<file path="src/rtl/palindrome_builder.sv">
// Bit-serial binary palindrome generator: leading-one scan, then mirror loop.
// Odd-length builds are available only when PAL_BUILD_ODD_EN is defined.
module palindrome_builder #(
    parameter int unsigned SEED_W = 16
) (
    input  logic                  clk,
    input  logic                  reset,
    input  logic                  go_i,
    input  logic                  odd_i,
    input  logic [SEED_W-1:0]     seed,
    output logic [2*SEED_W-1:0]   number,
    output logic                  done_o,
    output logic                  busy_o,
    output logic [3:0]            state_o
);

    localparam int unsigned NUM_W = 2 * SEED_W;
    localparam int unsigned CNT_W = $clog2(SEED_W + 1);

    typedef enum logic [3:0] {
        S_IDLE   = 4'd0,
        S_SCAN   = 4'd2,
        S_MIRROR = 4'd3,
        S_DONE   = 4'd4
    } state_t;

    state_t             state, state_n;
    logic [SEED_W-1:0]  t, t_n;
    logic [SEED_W-1:0]  r, r_n;
    logic [NUM_W-1:0]   acc, acc_n;
    logic [NUM_W-1:0]   number_n;
    logic [CNT_W-1:0]   len, len_n;
    logic [CNT_W-1:0]   cnt, cnt_n;
    logic               odd_eff;

`ifdef PAL_BUILD_ODD_EN
    logic odd_q;

    // Mode is latched with the accepted request so later odd_i changes are ignored.
    always_ff @(posedge clk or negedge reset) begin
        if (!reset) begin
            odd_q <= 1'b0;
        end else if (state == S_IDLE && go_i) begin
            odd_q <= odd_i;
        end
    end

    assign odd_eff = odd_q;
`else
    logic unused_odd;

    assign unused_odd = odd_i;
    assign odd_eff    = 1'b0;
`endif

    // Next-state and datapath update.
    always_comb begin
        state_n  = state;
        t_n      = t;
        r_n      = r;
        acc_n    = acc;
        len_n    = len;
        cnt_n    = cnt;
        number_n = number;

        case (state)
            S_IDLE: begin
                if (go_i) begin
                    if (seed == '0) begin
                        number_n = '0;
                        state_n  = S_DONE;
                    end else begin
                        t_n     = seed;
                        r_n     = seed;
                        acc_n   = NUM_W'(seed);
                        len_n   = CNT_W'(SEED_W);
                        state_n = S_SCAN;
                    end
                end
            end
            S_SCAN: begin
                if (t[SEED_W-1]) begin
                    // Odd mode drops b_0 from the mirror copy so the centre bit is not repeated.
                    if (odd_eff) begin
                        cnt_n = len - CNT_W'(1);
                        r_n   = r >> 1;
                    end else begin
                        cnt_n = len;
                    end
                    state_n = S_MIRROR;
                end else begin
                    t_n   = {t[SEED_W-2:0], 1'b0};
                    len_n = len - CNT_W'(1);
                end
            end
            S_MIRROR: begin
                if (cnt == '0) begin
                    number_n = acc;
                    state_n  = S_DONE;
                end else begin
                    acc_n = {acc[NUM_W-2:0], r[0]};
                    r_n   = r >> 1;
                    cnt_n = cnt - CNT_W'(1);
                end
            end
            S_DONE: begin
                state_n = S_IDLE;
            end
            default: begin
                state_n = S_IDLE;
            end
        endcase
    end

    // State, datapath and registered status outputs.
    always_ff @(posedge clk or negedge reset) begin
        if (!reset) begin
            state   <= S_IDLE;
            t       <= '0;
            r       <= '0;
            acc     <= '0;
            len     <= '0;
            cnt     <= '0;
            number  <= '0;
            done_o  <= 1'b0;
            busy_o  <= 1'b0;
            state_o <= 4'd0;
        end else begin
            state   <= state_n;
            t       <= t_n;
            r       <= r_n;
            acc     <= acc_n;
            len     <= len_n;
            cnt     <= cnt_n;
            number  <= number_n;
            done_o  <= (state_n == S_DONE);
            busy_o  <= (state_n == S_SCAN) || (state_n == S_MIRROR);
            state_o <= state_n;
        end
    end

endmodule

</file>
<file path="config.mk">
export PLATFORM = sky130hd
export DESIGN_NAME = palindrome_builder
export DESIGN_NICKNAME = d
export VERILOG_FILES = /design/src/rtl/palindrome_builder.sv
export SDC_FILE = /design/constraint.sdc
export NUM_CORES = 1
export LEC_CHECK = 0
export CELL_PAD_IN_SITES_DETAIL_PLACEMENT = 1
export CELL_PAD_IN_SITES_GLOBAL_PLACEMENT = 2
export CORE_UTILIZATION = 36
export CTS_CLUSTER_DIAMETER = 200
export DETAILED_ROUTE_END_ITERATION = 10
export PLACE_DENSITY = 0.83
export SLEW_MARGIN = 10
export SYNTH_ARGS = -nofsm -noshare
export SYNTH_HDL_FRONTEND = slang
export SYNTH_SLANG_ARGS = --single-unit
</file>
<file path="constraint.sdc">
create_clock -name clk -period 2.3 [get_ports clk]
set_clock_uncertainty 0.05 [all_clocks]
set_input_delay 0.345 -clock clk [delete_from_list [all_inputs] [get_ports clk]]
set_output_delay 0.345 -clock clk [all_outputs]
set_load 0.05 [all_outputs]
</file>
# Yosys cells after proc, flatten, opt, wreduce, memory -nomap -nowiden

Cells that the tools add are included.

$add $sub $neg: 2
Equality and inequality tests: 12
Multiplexer cells: 26
Reductions and logical operators: 12

Operators by type and width:

| operator            | number |
|---|---|
| $mux 32             | 6 |
| $pmux 32 s2         | 2 |
| $mux 16             | 4 |
| $pmux 16 s2         | 2 |
| $mux 5              | 5 |
| $pmux 5 s2          | 2 |
| $eq 4x2->1 const B  | 4 |
| $logic_not 16->1    | 1 |
| $ne 2x2->1 const B  | 7 |
| $mux 4              | 3 |
| $pmux 4 s3          | 1 |
| $reduce_and 4->1    | 3 |
| $sub 5x1->5 const B | 2 |
| $reduce_and 3->1    | 2 |
| $reduce_bool 2->1   | 3 |
| $logic_not 5->1     | 1 |
| $eq 4x3->1 const B  | 1 |
| $logic_not 4->1     | 1 |
| $mux 3              | 1 |
| $logic_or 1x1->1    | 1 |

Flip-flop bits (word level): 112
Input port bits: 20
Output and inout bits: 38
Word-level logic and storage cells: 62

# Logic depth before layout (Yosys ltp)

Depth in word-level cells: 6
Depth in mapped cells: 8
Gate-level depth less buffers: 6

# Least setup slack after synthesis

No wires, ideal clock.

Path type: register -> register
From: reg state[3]
To: reg cnt[1]
Library setup time: 0.128 ns
Data arrival time: 1.814 ns
Required time: 2.122 ns
Path slack: 0.308 ns
Cell stages (with the launch flop): 4
Buffers on the path: 0
Clock period less this slack: 1.992 ns
Cells stage by stage: dfrtp_1 or4b_4 o22ai_4 mux2_1

Cells in the longest elaborated chain, start to end: 3
Elaborated cells on any way between the ends: 7
Classes of those cells: eq/ne: 4; mux: 1; reduce/logical: 2

RTL lines:

| item                                                      | line | text |
|---|---|---|
| start, declared                                           | 27   | `state_t state, state_n;` |
| start signal, assigned                                    | 129  | `state <= state_n;` |
| $eq 4x2->1                                                | 66   | `case (state)` |
| $ne 2x2->1 (no line) or $reduce_bool 2->1 (tied branches) | n/a  |  |
| $reduce_and 3->1 (no line)                                | n/a  |  |
| end signal, assigned                                      | 134  | `cnt <= cnt_n;` |
| end, declared                                             | 33   | `logic [CNT_W-1:0] cnt, cnt_n;` |

Several ways; a longest one is shown, not always the timed one.
A chain may end at the register's enable or synchronous reset.

# Worst setup path in the final report

From: reg state[3]
To: reg acc[3]

Cells in the longest elaborated chain, start to end: 3
Elaborated cells on any way between the ends: 8
Classes of those cells: eq/ne: 4; mux: 1; reduce/logical: 3

RTL lines:

| item                                                      | line | text |
|---|---|---|
| $eq 4x2->1 or $logic_not 4->1 (tied branches)             | 66   |  |
| $ne 2x2->1 (no line) or $reduce_bool 2->1 (tied branches) | n/a  |  |
| $reduce_and 4->1 (no line)                                | n/a  |  |
| end signal, assigned                                      | 132  | `acc <= acc_n;` |
| end, declared                                             | 30   | `logic [NUM_W-1:0] acc, acc_n;` |

Several ways; a longest one is shown, not always the timed one.

==> PnR_summary.wiki <==
{| class="wikitable"
! Metric !! Value
|-
| Site row count || 41
|-
| Final number of setup-violating endpoints || 0
|-
| Max-cap violations || 0
|-
| Storage cell area || 0.00280 mm²
|-
| Number of levels the H-tree was split into || 3
|-
| Cell area after synthesis || 0.00479 mm²
|-
| Layout net count || 551
|-
| Remaining Overflow, GRT || 0
|-
| Share of layout cells above drive strength 1 || 0.135
|-
| Element type at the critical path end || register
|-
| Worst VDD drop || 0.365 mV
|-
| Reg-to-Reg Start || state[3]
|-
| Pre-CTS setup slack || -135 ps
|-
| Overall die width || 117 µm
|-
| Crit. Startpoint || state[3]
|-
| Routed WL per cell || 16.5 µm
|-
| Area added between synthesis and finish || 25.7%
|-
| Register-to-register setup slack || 110 ps
|-
| Antenna violations before repair || 0
|-
| Count of distinct cell types in the synthesized netlist || 40
|-
| Synth warnings || 0
|-
| EDFF count, synth || 0
|-
| Final Hold Violating Endpoints || 0
|-
| Antenna diodes || 0
|-
| Synthesized area per cell || 10.4 µm²
|-
| Register area share after synthesis || 0.586
|-
| Cell leakage power || 2.49 nW
|-
| I/O pin total || 58
|-
| Final setup slack of the worst path || 113 ps
|-
| Number of clock sinks || 112
|-
| Kind of start point of the critical path || register
|-
| Clock edge transition at the registers on the reported setup and hold paths || 70 ps
|-
| CORE AREA || 0.0128 mm²
|-
| Final HPWL from detailed placement || 8150 µm
|-
| CTS tree || built
|-
| Worst endpoint required time || 2540 ps
|-
| Worst hold-check path type || in2async
|-
| Post-Synthesis Net Count || 484
|-
| Final weighted congestion of routability-driven global placement || 0.750
|-
| Worst slew margin relative to its limit || 0.466
|-
| DRC Markers || 0
|-
| Global-route total usage across every layer || 0.179
|-
| Wire length of the first global-routing pass || 19,700 µm
|-
| Time the worst path needs with I/O delays and setup || 2190 ps
|-
| Fraction of the cycle the final worst path needs || 0.951
|-
| TritonRoute pass-1 iters || 4
|-
| Setup TNS Final || 0 ps
|-
| Initial core utilization || 0.375
|-
| Pwr dens || 1050 mW/mm²
|-
| Worst-margin pin slew || 798 ps
|-
| Worst-skew pair later-pin latency || 350 ps
|-
| Data arrival at the endpoint of the critical path || 2420 ps
|-
| Floorplan die area || 0.0138 mm²
|-
| Antenna-violating nets left || 0
|-
| Num CTS Buffers || 9
|-
| Number of buffers between clock root and the deepest sink || 2
|-
| Layout fillers || 1,398
|-
| Upper clock frequency limit || 0.457 GHz
|-
| Area of the multi-input gates || 0.00181 mm²
|-
| Unrepaired setup endpoints after global routing || false
|-
| Routed via count divided by cell count || 5.19
|-
| Synth Instances || 461
|-
| Number of input and output port buffers inserted || 56
|-
| Pin count of the biggest net entering global routing || 34
|-
| Leading register cell type out of synthesis || sky130_fd_sc_hd__dfrtp_1
|-
| Async set or reset register ratio after synthesis || 1.00
|-
| Yosys reg bits || 112
|-
| Detailed router's first-iteration violation count || 134
|-
| Outcome || finished, final reports clean
|-
| Max Fanout on Critical Path || 33
|-
| Cell at the root of the clock tree || sky130_fd_sc_hd__clkbuf_16
|-
| Max-slew violation count || 0
|-
| Detailed-route wire length || 11,600 µm
|-
| Critical path type || reg2reg
|-
| Overall via count from detail_route || 3,660
|-
| Die height || 117 µm
|-
| Via count of the first global-routing pass || 3,701
|}
-- per-stage QoR --
| step | area, µm² | std cells | util | hold slack (ps) | power (mW) |
|---|---|---|---|---|---|
| floorplan | 4790 | 461 | - | -0.591 | 4.10 |
| global placement | 5700 | 688 | 0.446 | 256 | 4.66 |
| detailed placement | 5700 | 688 | 0.446 | 262 | 4.76 |
| CTS | 6010 | 705 | 0.471 | 425 | 6.40 |
| global route | 6010 | 705 | 0.471 | 448 | 6.69 |
| finish | 6010 | 705 | 0.471 | 422 | 6.33 |
-- kinds of logic (layout without fill, tap and decap cells) --
logic type                 Yosys count  count (layout)  synth area share
muxes                                1               1           0.00235
xor gates and xnor gates             3               3           0.00549
AOI/OAI and AO/OA                  132             132             0.194
DFF                                112             112             0.586
buffers and inverters               37             109            0.0366
adders and majority gates            3               3           0.00784
and+or+nand+nor                    172             172             0.167
other                                1               1          0.000784
-- per-layer routing --
| layer | wire length, µm | vias up | track usage | part of all wire |
|---|---|---|---|---|
| li1 | - | 1769 | - | - |
| met1 | 5730 | 1828 | 0.249 | 0.49 |
| met2 | 5420 | 51 | 0.281 | 0.47 |
| met3 | 305 | 12 | 0.0321 | 0.026 |
| met4 | 172 | 0 | 0.0568 | 0.015 |
| met5 | 0 | - | 0 | 0 |
-- cells in the final DEF (no fill, tap or decap), drive strengths merged, types with 3 or more instances in the layout --
cell type      synthesis  layout
nor4                   5       5
nor2                  12      12
nand4                  3       3
dfrtp                112     112
clkinv                 0       4
inv                    6       6
clkbuf                15      10
clkdlybuf4s50          0      55
a22oi                 14      14
nand3                  4       4
o21ai                 74      74
buf                   16      31
nand2b                 3       3
or3                   15      15
nand2                120     120
xor2                   3       3
o221a                 30      30
a21oi                  6       6
ha                     3       3
-- final timing paths --
path	end	cells after the start
max	acc[3]	4
min	r[7]	2
max reg2reg	acc[3]	4
min reg2reg	t[9]	2
max in group asynchronous	r[14]	3
min in group clk	t[9]	2
-- critical path: stages, from the launching register on --
cell and delay (ps):
sky130_fd_sc_hd__dfrtp_1 450, sky130_fd_sc_hd__nor4_2 420, sky130_fd_sc_hd__nand2_1 190, sky130_fd_sc_hd__o21ai_4 680
sky130_fd_sc_hd__o221a_2 340
-- cells in the mapped netlist (2+ instances only) --
master	n	area share
sky130_fd_sc_hd__nor2_1	10	0.0078
sky130_fd_sc_hd__a22o_1	2	0.0037
sky130_fd_sc_hd__buf_4	4	0.0063
sky130_fd_sc_hd__nand2b_1	3	0.0039
sky130_fd_sc_hd__xor2_1	3	0.0055
sky130_fd_sc_hd__nand3_1	4	0.0042
sky130_fd_sc_hd__nor2_2	2	0.0026
sky130_fd_sc_hd__nand4_1	3	0.0039
sky130_fd_sc_hd__o211ai_1	2	0.0031
sky130_fd_sc_hd__or4b_4	2	0.0058
sky130_fd_sc_hd__a21oi_1	6	0.0063
sky130_fd_sc_hd__o221a_2	14	0.033
sky130_fd_sc_hd__o21ai_0	50	0.052
sky130_fd_sc_hd__nor3_1	2	0.0021
sky130_fd_sc_hd__inv_1	6	0.0047
sky130_fd_sc_hd__nor4b_2	2	0.0063
sky130_fd_sc_hd__buf_2	11	0.012
sky130_fd_sc_hd__dfrtp_1	112	0.59
sky130_fd_sc_hd__nand2_1	119	0.093
sky130_fd_sc_hd__o21ai_1	23	0.024
sky130_fd_sc_hd__o221a_1	16	0.038
sky130_fd_sc_hd__a22oi_1	14	0.022
sky130_fd_sc_hd__clkbuf_1	15	0.012
sky130_fd_sc_hd__or3_1	15	0.020
sky130_fd_sc_hd__nor4_1	4	0.0052
sky130_fd_sc_hd__ha_1	3	0.0078
-- cell type report --
class	count	area share
Timing Repair Buffer	87	0.142
Clock buffer	10	0.0397
Tap cell	172	0.0358
Clock inverter	6	0.0114
Inverter	6	0.00374
Sequential cell	112	0.466
Multi-Input combinational cell	312	0.301
-- registers in the layout (all words and copies together), names as in the netlist --
| register | flops |
|---|---|
| len | 5 |
| state | 4 |
| r | 16 |
| acc | 32 |
| done_o | 1 |
| number | 32 |
| t | 16 |
| busy_o | 1 |
| cnt | 5 |
-- report_power, final --
group / internal, mW / switching [mW]
clock network: 0.880 / 0.738
logic: 0.736 / 1.00
registers: 2.54 / 0.429
-- repair_timing --
| action | CTS | global route |
|---|---|---|
| gates resized for setup | 0 | 0 |
| setup buffers | 0 | 0 |
| hold buffers | 1 | 0 |
| endpoints found under the hold margin | 25 | 0 |
Power figures use the tool's default switching activity.
